[src/rtl/mult_share_pkg.sv]
// Shared types and defaults for the shared multiplier controller (mult_share_ctrl).
package mult_share_pkg;

  typedef enum logic [2:0] {
    IDLE   = 3'd0,
    CLR    = 3'd1,
    LAUNCH = 3'd2,
    WAIT   = 3'd3,
    RESP   = 3'd4
  } state_t;

  localparam int DEF_NUM_BITS   = 7;
  localparam int DEF_N_REQ      = 2;
  localparam int DEF_MUL_CYCLES = 16;
  localparam int CNT_W          = $clog2(DEF_MUL_CYCLES);

  // Wait counter must hold MUL_CYCLES-1; never narrower than one bit.
  function automatic int cnt_width(input int cycles);
    return (cycles > 1) ? $clog2(cycles) : 1;
  endfunction

endpackage

[src/rtl/mult_rr_arbiter.sv]
// Round-robin arbiter: combinational one-hot grant, pointer advances past the winner on grant.
module mult_rr_arbiter #(
  parameter int N_REQ = 2,
  parameter int PW    = (N_REQ > 1) ? $clog2(N_REQ) : 1
) (
  input  logic             clk,
  input  logic             rst,
  input  logic [N_REQ-1:0] req_valid,
  input  logic             grant_en,
  output logic [N_REQ-1:0] grant,
  output logic [PW-1:0]    grant_id
);

  logic [PW-1:0] ptr;
  logic [PW-1:0] ptr_n;
  logic [PW-1:0] idx;
  logic          found;

  // Scan starting at the pointer; first valid requester in that order wins.
  always_comb begin
    grant    = '0;
    grant_id = '0;
    found    = 1'b0;
    idx      = '0;
    for (int k = 0; k < N_REQ; k++) begin
      idx = PW'((int'(ptr) + k) % N_REQ);
      if (!found && grant_en && req_valid[idx]) begin
        found       = 1'b1;
        grant[idx]  = 1'b1;
        grant_id    = idx;
      end
    end
  end

  always_comb begin
    ptr_n = ptr;
    if (found) begin
      if (int'(grant_id) == N_REQ - 1) ptr_n = '0;
      else                             ptr_n = grant_id + PW'(1);
    end
  end

  always_ff @(posedge clk) begin
    if (!rst) ptr <= '0;
    else      ptr <= ptr_n;
  end

endmodule

[src/rtl/mult_share_ctrl.sv]
// Constant-time arbiter/controller sharing one sequential multiplier among N_REQ requesters.
// Optional taint tracking is enabled by defining MULT_SHARE_TAINT_EN.
module mult_share_ctrl
  import mult_share_pkg::*;
#(
  parameter int NUM_BITS   = DEF_NUM_BITS,
  parameter int N_REQ      = DEF_N_REQ,
  parameter int MUL_CYCLES = DEF_MUL_CYCLES
) (
  input  logic                      clk,
  input  logic                      rst,
  input  logic [N_REQ-1:0]          req_valid,
  output logic [N_REQ-1:0]          req_ready,
  input  logic [N_REQ*NUM_BITS-1:0] req_a,
  input  logic [N_REQ*NUM_BITS-1:0] req_b,
`ifdef MULT_SHARE_TAINT_EN
  input  logic [N_REQ-1:0]          req_a_t,
  input  logic [N_REQ-1:0]          req_b_t,
  output logic                      resp_t,
`endif
  output logic [N_REQ-1:0]          resp_valid,
  output logic [2*NUM_BITS-1:0]     resp_product,
  output logic                      mul_rst,
  output logic                      mul_start,
  output logic [NUM_BITS-1:0]       mul_multiplier,
  output logic [NUM_BITS-1:0]       mul_multiplicand,
  output logic                      mul_start_t,
  output logic                      mul_multiplier_t,
  output logic                      mul_multiplicand_t,
  input  logic [2*NUM_BITS-1:0]     mul_product,
  output logic [2:0]                dbg_state
);

  localparam int PW = (N_REQ > 1) ? $clog2(N_REQ) : 1;
  localparam int CW = cnt_width(MUL_CYCLES);

  // Handshake: req_valid is held by the requester until req_ready (one-hot, IDLE only)
  // is seen high at a rising edge; that edge transfers the operands. resp_valid is a
  // single-cycle strobe with no back-pressure.

  state_t        state, state_n;
  logic [CW-1:0] cnt;
  logic [PW-1:0] id_q;
  logic [PW-1:0] grant_id;
  logic [NUM_BITS-1:0] a_q, b_q;
  logic          grant_en;
  logic          wait_done;

  assign grant_en  = (state == IDLE);
  assign wait_done = (state == WAIT) && (cnt == '0);

  mult_rr_arbiter #(
    .N_REQ (N_REQ),
    .PW    (PW)
  ) u_arb (
    .clk       (clk),
    .rst       (rst),
    .req_valid (req_valid),
    .grant_en  (grant_en),
    .grant     (req_ready),
    .grant_id  (grant_id)
  );

  always_comb begin
    state_n = state;
    unique case (state)
      IDLE:    if (|req_ready) state_n = CLR;
      CLR:     state_n = LAUNCH;
      LAUNCH:  state_n = WAIT;
      WAIT:    if (cnt == '0) state_n = RESP;
      RESP:    state_n = IDLE;
      default: state_n = IDLE;
    endcase
  end

  // The multiplier's done flag is deliberately ignored; the fixed count keeps latency data-independent.
  always_ff @(posedge clk) begin
    if (!rst) begin
      state        <= IDLE;
      cnt          <= '0;
      id_q         <= '0;
      a_q          <= '0;
      b_q          <= '0;
      resp_valid   <= '0;
      resp_product <= '0;
    end else begin
      state      <= state_n;
      resp_valid <= '0;
      if (|req_ready) begin
        id_q <= grant_id;
        a_q  <= req_a[grant_id*NUM_BITS +: NUM_BITS];
        b_q  <= req_b[grant_id*NUM_BITS +: NUM_BITS];
      end
      if (state == LAUNCH)                cnt <= CW'(MUL_CYCLES - 1);
      else if (state == WAIT && cnt != '0) cnt <= cnt - CW'(1);
      if (wait_done) begin
        resp_product <= mul_product;
        resp_valid   <= N_REQ'(1) << id_q;
      end
    end
  end

  assign mul_rst          = !rst || (state == CLR);
  assign mul_start        = rst && (state == LAUNCH);
  assign mul_multiplier   = a_q;
  assign mul_multiplicand = b_q;
  assign mul_start_t      = 1'b0;
  assign dbg_state        = state;

`ifdef MULT_SHARE_TAINT_EN
  logic at_q, bt_q;

  always_ff @(posedge clk) begin
    if (!rst) begin
      at_q   <= 1'b0;
      bt_q   <= 1'b0;
      resp_t <= 1'b0;
    end else begin
      if (|req_ready) begin
        at_q <= req_a_t[grant_id];
        bt_q <= req_b_t[grant_id];
      end
      if (wait_done) resp_t <= at_q | bt_q;
    end
  end

  assign mul_multiplier_t   = at_q;
  assign mul_multiplicand_t = bt_q;
`else
  assign mul_multiplier_t   = 1'b0;
  assign mul_multiplicand_t = 1'b0;
`endif

endmodule

[config.mk]
export PLATFORM = sky130hd
export DESIGN_NAME = mult_share_ctrl
export DESIGN_NICKNAME = d
export VERILOG_FILES = /design/src/rtl/mult_share_pkg.sv /design/src/rtl/mult_rr_arbiter.sv /design/src/rtl/mult_share_ctrl.sv
export SDC_FILE = /design/constraint.sdc
export NUM_CORES = 1
export LEC_CHECK = 0
export ABC_AREA = 1
export BUFFER_PORTS_ARGS = -buffer_cell sky130_fd_sc_hd__clkbuf_2
export CAP_MARGIN = 5
export CELL_PAD_IN_SITES_DETAIL_PLACEMENT = 0
export CELL_PAD_IN_SITES_GLOBAL_PLACEMENT = 1
export CORE_MARGIN = 3
export CORE_UTILIZATION = 31
export DETAILED_ROUTE_END_ITERATION = 16
export PLACE_DENSITY_LB_ADDON = 0.1
export RECOVER_POWER = 50
export SYNTH_ARGS = -nofsm -noshare
export SYNTH_HDL_FRONTEND = slang
export SYNTH_SLANG_ARGS = --single-unit
export TNS_END_PERCENT = 20
[constraint.sdc]
create_clock -name clk -period 1.9 [get_ports clk]
set_input_delay 0.19 -clock clk [delete_from_list [all_inputs] [get_ports clk]]
set_output_delay 0.19 -clock clk [all_outputs]
set_load 0.01 [all_outputs]
==> results.cfg, run 1 <==
[yosys]
synth.distinct_cells = 27
synth_seq_cells = 39
synthXorXnorAreaFrac_pct = 0.514
syn_area_per_cell_um2 = 7.78
synth_top_family_by_area = simple AND/OR/NAND/NOR gates
ys_seq_area_share_pct = 45.8
synthSimpleGateAreaFrac_pct = 25.3
synth_mux_area_share_pct = 0
synth_compound_area_share_pct = 18.9
synthesis.instances = 219
ys_warn_count = 0
synth_fa_ha_area_share_pct = 0.735
synth_area_um2 = 1700

[critical_path]
r2r-end = resp_product[9]
worst-setup-path-type = reg2reg
r2r_setup_slack_ns = 0.30
max_stage_delay_ns = 0.51
critPathTopFamily = buffers and inverters
cp.arrival_ns = 1.82
path_cells = inv_1 > ha_1 > nand2_1 > nor3_4 > inv_1 > nor2_1 > nor2_1
endpoint_kind = flop
cp-start-kind = flop
worstPathRequired_ns = 2.13
r2r-start = cnt[0]
crit_buf_inv = 2
crit_fanout = 16
critPathSlowestCell = inv_1
reg2reg_depth = 7

[route]
wl_per_cell_um = 11.9
firstDrtPassIters = 4
via_per_inst = 4.48
wl_um = 4410
via_count = 1654
wl_met3_um = 298
drtIter0Drc = 64
wl_met1_um = 1950
drc = 0
wl_met2_um = 2100
top_layer = met4
ant_nets = 0

[clocking]
cts_root_buffer = clkbuf_8
clk_path_buf_depth = 2
cts_htree_levels = 2
cts_hold_buf = 0
clk_pin_slew_ns = 0.07
clkLatencyLatePin_ns = 0.29
clkSinkCount = 39
cts_tree = built
cts_buffers = 5
post_cts_resized = 0
cts_setup_buffers = 0

[pwr]
ir_worst_vdd_mv = 0.343
total_power_w = 0.00213
power_per_cell_area_nw_per_um2 = 978
p_leak_nw = 0.996

[finish]
fin_area_um2 = 2180
syn2layout_area_growth_pct = 27.8
nNetsFinal = 346
antenna_cells = 0
num-fill-cells = 596
drive_above_1_share_pct = 29.1

[timing]
tns_ns = 0
hold_viol = 0
fin_skew_ns = 0.00531
fmax_mhz = 626
worst_slew_pin_slew_ns = 0.680
setup_violations = 0
fin_crit_ns = 1.60
period_share_pct = 84.1
rsz0062_at_grt = false
slew_headroom_pct = 54.6
slew_violations = 0

[min_path]
hold_path_depth = 3
min-delay-start = mul_product[11]
min_to = resp_product[11]
hp-class = in2reg

[placed_design]
portBuffers = 82
gp_congestion = 0.762
dpl_cell_area_um2 = 2130
dp_hpwl_um = 3260

[global_route]
grt_overflow = 0
grt_pass1_wl_um = 7220
antenna_found_initial = 0
grt_pass1_vias = 1528
grt_usage_pct = 14.4
grt_start_max_net_pins = 30

[floorplan]
ios = 86
dieHeight_um = 80.1
initial_core_util_pct = 32.7
die_x_um = 80.1
rows = 26
die_area_um2 = 6420
core_um2 = 5200

[flow_run]
maxCapViolCount = 0

[status]
status = complete, no violations
worst max path at each step:
stage                   endpoint  cells past startpoint         start  slack, ns
6_report         resp_product[9]                      7        cnt[0]       0.30
4_1_cts                mul_start                      4  dbg_state[2]       0.35
3_5_place_dp   mul_multiplier[3]                      5     u_arb.ptr       0.45
5_1_grt         resp_product[13]                      7        cnt[0]       0.11
2_1_floorplan    resp_product[1]                      8        cnt[0]       0.55
3_3_place_gp   mul_multiplier[1]                      5     u_arb.ptr       0.48
kinds of logic (layout without fill, tap and decap cells):
logic type / count (synthesis) / in the layout
fa+ha+maj: 1 / 1
buf+inv: 26 / 104
other cells: 1 / 3
xor+xnor: 1 / 1
simple gates: 88 / 88
flops: 39 / 39
compound gates: 63 / 63
power by group:
group          switching (W)  total, W  internal, W
clock               0.000273  0.000557     0.000285
sequential         0.0000671  0.000997     0.000930
combinational       0.000355  0.000573     0.000218
total               0.000695   0.00213      0.00143
sequential cells by signal, indices dropped and copies added (netlist names):
register	cells
cnt	4
dbg_state	3
id_q	1
mul_multiplicand	7
mul_multiplier	7
resp_product	14
resp_valid	2
u_arb.ptr	1
worst reg2reg max path, delay by kind of cell, from the launching register on:
kind                       cells  cell delay (ns)
adders and majority gates      1             0.22
buffers and inverters          2             0.59
DFF                            1             0.33
and+or+nand+nor                4             0.41
placed cells by master (no fill, tap or decap):
cell type / count
nor3_2: 1
a31oi_1: 2
nand3_1: 8
nand2_1: 24
o21a_1: 1
nor2_1: 26
nor2_2: 12
nor3_4: 1
or2_1: 1
nand2_2: 2
clkbuf_1: 33
conb_1: 3
o22ai_1: 1
buf_4: 3
ha_1: 1
clkinv_2: 1
dfxtp_1: 39
and3_1: 1
a21oi_1: 18
clkbuf_2: 49
or2_2: 12
xnor2_1: 1
clkbuf_8: 6
o21ai_0: 28
o21ai_1: 13
inv_1: 12
layout make-up:
| cell class | count | area, µm² | area share (%) |
|---|---|---|---|
| Multi-Input combinational cell | 156 | 783 | 36.0 |
| Clock inverter | 1 | 5.00 | 0.230 |
| Sequential cell | 39 | 781 | 35.9 |
| Inverter | 12 | 45.0 | 2.07 |
| Clock buffer | 6 | 82.6 | 3.80 |
| Timing Repair Buffer | 85 | 392 | 18.0 |
| Tap cell | 70 | 87.6 | 4.03 |
metal layers:
layer / vias up / global-route usage [%]
met5: - / 0
met2: 46 / 22.7
met1: 729 / 18.1
li1: 873 / -
met4: 0 / 5.57
met3: 6 / 4.60
synthesized netlist by cell type (all sizes together):
cell type | count | area [µm²]
a21oi | 18 | 90.1
a31oi | 2 | 12.5
and3 | 1 | 6.26
buf | 9 | 75.1
clkbuf | 5 | 21.3
conb | 1 | 3.75
dfxtp | 39 | 781
ha | 1 | 12.5
inv | 12 | 47.6
nand2 | 26 | 105
nand3 | 8 | 40.0
nor2 | 38 | 173
nor3 | 2 | 26.3
o21a | 1 | 7.51
o21ai | 41 | 205
o22ai | 1 | 6.26
or2 | 13 | 81.3
xnor2 | 1 | 8.76
per-stage QoR:
step	worst slack (ns)	hold WS [ns]	instances	util, %
after global placement	0.480	0.416	362	41.0
final	0.302	0.125	369	41.8
after global routing	0.110	0.124	369	41.8
after CTS	0.354	0.117	369	42.7
after floorplan	0.550	0.318	221	-
after detailed placement	0.454	0.422	362	41.0
Power figures use the tool's default switching activity.
==> inputs of run 2 (changes only) <==
--- a/config.mk
+++ b/config.mk
@@ -11,7 +11,7 @@
 export CELL_PAD_IN_SITES_DETAIL_PLACEMENT = 0
 export CELL_PAD_IN_SITES_GLOBAL_PLACEMENT = 1
 export CORE_MARGIN = 3
-export CORE_UTILIZATION = 31
+export CORE_UTILIZATION = 28
 export DETAILED_ROUTE_END_ITERATION = 16
 export PLACE_DENSITY_LB_ADDON = 0.1
 export RECOVER_POWER = 50
==> constraint.sdc (replaced) <==
create_clock -name clk -period 1.4 [get_ports clk]
set_input_delay 0.14 -clock clk [delete_from_list [all_inputs] [get_ports clk]]
set_output_delay 0.14 -clock clk [all_outputs]
set_load 0.01 [all_outputs]
==> run 2 against run 1 <==
Net effect:
- clock skew is 0.0014 ns higher
- non-clock buffer count rose by 14
- via count rose by 3.1%
- sequential power up 36%
- sequential share of layout area down 3.0 points
- flip-flop and latch count unchanged
- hold slack got worse by 0.049 ns
- wire length increased by 3.5%
- first-iteration DRC count down 47%
- critical path depth is the same
- register-to-register slack worse by 0.23 ns
- power grew 45%
- critical endpoint is now req_ready[0]
==> results.cfg, run 2 (synthesized netlist as in run 1, its figures left out) <==
[status]
status = complete, no violations

[global_route]
grt_start_max_net_pins = 30
met2_usage_pct = 20.4
grt_usage_pct = 13.0
top_usage_layer = met2
grt_pass1_wl_um = 7520
grt_overflow = 0
grtUsageMet1_pct = 17.1
antenna_found_initial = 0
gr-usage-met3_pct = 3.75
grt_pass1_vias = 1627

[route]
via_per_inst = 4.43
wl_per_cell_um = 11.8
via_count = 1706
ant_nets = 0
drc = 0
firstDrtPassIters = 4
wl_um = 4560
drtIter0Drc = 34

[timing]
setup_violations = 0
slew_violations = 0
hold_viol = 0
fmax_mhz = 736
rsz0062_at_grt = true
fin_crit_ns = 1.36
tns_ns = 0
period_share_pct = 97.1
fin_skew_ns = 0.00668
hold_ws_ns = 0.0763

[clocking]
cts_buffers = 5
cts_tree = built
cts_hold_buf = 0
clkLatencyLatePin_ns = 0.28
clkSinkCount = 39
clk_pin_slew_ns = 0.08
cts_htree_levels = 2
clk_path_buf_depth = 2
cts_root_buffer = clkbuf_8

[finish]
layout_commonest_cell = clkbuf_2
fin_area_um2 = 2400
antenna_cells = 0
syn2layout_area_growth_pct = 40.9
drive_above_1_share_pct = 39.0
layout_common_cells = clkbuf_2, dfxtp_1, clkbuf_1, o21ai_0, nor2_1
largest_reg_flops = 14
largest-register = resp_product
final_cells = 385
nNetsFinal = 360

[floorplan]
initial_core_util_pct = 29.8
dieHeight_um = 84.0
die_area_um2 = 7050
rows = 27
core_um2 = 5710
ios = 86
die_x_um = 84.0

[critical_path]
cp.arrival_ns = 1.22
worst-setup-path-type = reg2out
worstPathRequired_ns = 1.26
endpoint_kind = output pin
r2r_setup_slack_ns = 0.07
crit_fanout = 4
cp-start-kind = flop

[placed_design]
gp_congestion = 0.762
dp.cells = 373
portBuffers = 82
dpl_cell_area_um2 = 2230
dp_hpwl_um = 3340

[flow_run]
maxCapViolCount = 0

[min_path]
hp-class = in2reg

[pwr]
ir_worst_vdd_mv = 0.536
power_per_cell_area_nw_per_um2 = 1290
p_leak_nw = 1.10
==> run 2: power breakdown <==
part	internal, W	leakage [nW]	total, W	switching (W)
clock network	0.000387	0.0470	0.000758	0.000372
logic	0.000425	0.732	0.000966	0.000541
registers	0.00126	0.322	0.00136	0.0000944
total	0.00208	1.10	0.00308	0.00101
==> run 2: timing repair <==
action	4_1_cts	5_1_grt
cloned	0	1
gates resized for setup	7	22
pin swaps	1	4
buffers inserted	2	2
hold endpoints to repair	0	0
endpoints found under the setup margin	3	20
==> run 2: worst paths after layout <==
path,end,startpoint,depth (start not counted)
max reg2reg,mul_multiplicand[5],u_arb.ptr,6
min reg2reg,u_arb.ptr,u_arb.ptr,2
min,resp_product[11],mul_product[11],3
max,req_ready[0],dbg_state[2],7
==> run 2: cell type report <==
type                    instances  area, µm²
inverters                      12       50.0
multi-input cells             156        838
repair buffers                 99        544
flip-flops and latches         39        788
clock buffers                   6       82.6
clock inverters                 1       5.00
well taps                      72       90.1
fillers                       627       3310
==> run 2: routing by layer <==
metal  vias up  wire [µm]
li1        901          -
met1       757       2050
met2        43       2150
met3         5        311
met4         0         48
met5         -          0
==> run 2: critical path: stages, from the launching register on <==
cell,delay [ns]
dfxtp_4,0.37
inv_1,0.07
nand2_1,0.06
nor2_2,0.10
buf_4,0.14
nand3_4,0.07
inv_2,0.06
buf_6,0.09
==> run 2: through the flow <==
step / util, % / setup WS, ns / total power [W]
detailed placement: 39.1 / 0.101 / 0.00228
global placement: 39.1 / 0.104 / 0.00228
global route: 42.0 / -0.0257 / 0.00332
floorplan: - / 0.0495 / 0.00194
CTS: 41.2 / -0.000253 / 0.00308
finish: 42.0 / 0.0412 / 0.00308
==> inputs of run 3 (changes only) <==
--- a/config.mk
+++ b/config.mk
@@ -13,7 +13,7 @@
 export CORE_MARGIN = 3
 export CORE_UTILIZATION = 28
 export DETAILED_ROUTE_END_ITERATION = 16
-export PLACE_DENSITY_LB_ADDON = 0.1
+export PLACE_DENSITY = 0.72
 export RECOVER_POWER = 50
 export SYNTH_ARGS = -nofsm -noshare
 export SYNTH_HDL_FRONTEND = slang
==> run 3 against run 2 <==
Net effect:
- cell count fell by 0.78%
- utilization fell by 0.94 points
- first-iteration DRC count rose by 47%
- via count fell by 0.94%
- largest power group unchanged
- clock-buffer cell count fell by 1
- flip-flop and latch count did not move
- die area did not move
- critical path type unchanged
- non-clock buffer count fell by 3
- sequential power barely moved
- wire length rose by 0.59%
- power rose by 3.5%
- setup slack improved by 0.0039 ns
==> results.cfg, run 3 (synthesized netlist as in run 1, its figures left out) <==
[timing]
rsz0062_at_grt = true
tns_ns = 0
fin_skew_ns = 0.00313
setup_violations = 0
fmax_mhz = 738
hold_ws_ns = 0.0700
period_share_pct = 96.8
slew_violations = 0
hold_viol = 0
fin_crit_ns = 1.35

[route]
drtIter0Drc = 50
wl_per_cell_um = 12.0
drc = 0
via_per_inst = 4.42
ant_nets = 0
wl_um = 4590
via_count = 1690
firstDrtPassIters = 4

[clocking]
clk_pin_slew_ns = 0.08
cts_htree_levels = 2
cts_buffers = 5
clkSinkCount = 39
clk_path_buf_depth = 2
clkLatencyLatePin_ns = 0.29
cts_hold_buf = 0
cts_tree = built
cts_root_buffer = clkbuf_8

[critical_path]
crit_fanout = 4
cp-start-kind = flop
max_stage_delay_ns = 0.35
reg2reg_depth = 8
path_cells = inv_2 > nand2_1 > nor2_2 > buf_4 > nand3_2 > inv_1 > clkbuf_2
r2r-start = cnt[1]
endpoint_kind = output pin
worstPathRequired_ns = 1.26
critPathSlowestCell = dfxtp_2
worst-setup-path-type = reg2out
r2r_setup_slack_ns = 0.07
crit_start = dbg_state[1]
cp.arrival_ns = 1.21

[global_route]
antenna_found_initial = 0
grt_start_max_net_pins = 19
grt_usage_pct = 13.2
grt_overflow = 0
grt_pass1_vias = 1572
grt_pass1_wl_um = 7520

[min_path]
hold_path_depth = 3
hp-class = in2reg
min-delay-start = mul_product[11]

[floorplan]
ios = 86
rows = 27
initial_core_util_pct = 29.8
die_x_um = 84.0
die_area_um2 = 7050
core_um2 = 5710
dieHeight_um = 84.0

[pwr]
ir_worst_vdd_mv = 0.581
power_per_cell_area_nw_per_um2 = 1360
total_power_w = 0.00319
p_leak_nw = 1.07

[finish]
largest_reg_flops = 14
layout_common_cells = clkbuf_2, dfxtp_1, clkbuf_1, nor2_1
layout_commonest_cell = clkbuf_2
drive_above_1_share_pct = 37.1
nNetsFinal = 357
largest-register = resp_product
syn2layout_area_growth_pct = 37.7
antenna_cells = 0

[status]
status = complete, no violations

[flow_run]
maxCapViolCount = 0

[placed_design]
gp_congestion = 0.738
portBuffers = 82
dp_hpwl_um = 3350
-- run 3: stage by stage --
stage          cell area, µm²  util [%]  cells  worst slack (ns)
2_1_floorplan            1710         -    221            0.0495
3_3_place_gp             2190      38.4    371            0.0540
3_5_place_dp             2190      38.4    371            0.0503
4_1_cts                  2330      40.8    380           0.00747
5_1_grt                  2340      41.1    382           -0.0427
6_report                 2340      41.1    382            0.0450
-- run 3: final cells by class --
| cell class | count | area (µm²) |
|---|---|---|
| repair buffers | 96 | 493 |
| fillers | 616 | 3360 |
| clock buffers | 5 | 68.8 |
| multi-input cells | 156 | 817 |
| well taps | 72 | 90.1 |
| flip-flops and latches | 39 | 788 |
| inverters | 12 | 50.0 |
| clock inverters | 2 | 37.5 |
-- run 3: per-layer routing --
| metal | GRT usage [%] | wire (µm) |
|---|---|---|
| met3 | 3.36 | 204 |
| met2 | 21.8 | 2270 |
| met1 | 16.2 | 2040 |
| met5 | 0 | 0 |
| met4 | 5.70 | 72 |
-- run 3: final timing paths --
path	to
hold / removal	resp_product[11]
setup reg to reg	resp_product[9]
setup / recovery	req_ready[0]
hold reg to reg	resp_valid[0]
-- run 3: worst max-delay path, delay by kind of cell (launching register included) --
family	cells	cell delay, ns
DFF	1	0.35
and+or+nand+nor	3	0.22
buffers and inverters	4	0.35
-- run 3: repair_timing --
action,in CTS,in global routing
buffers inserted,2,1
gates resized for setup,7,21
pin swaps,1,4
setup endpoints to repair,3,33
gates cloned,0,1
-- run 3: power by group --
group / switching [W] / total, W / internal (W)
registers: 0.000101 / 0.00137 / 0.00126
clock network: 0.000401 / 0.000922 / 0.000521
logic: 0.000520 / 0.000905 / 0.000385
total: 0.00102 / 0.00319 / 0.00217
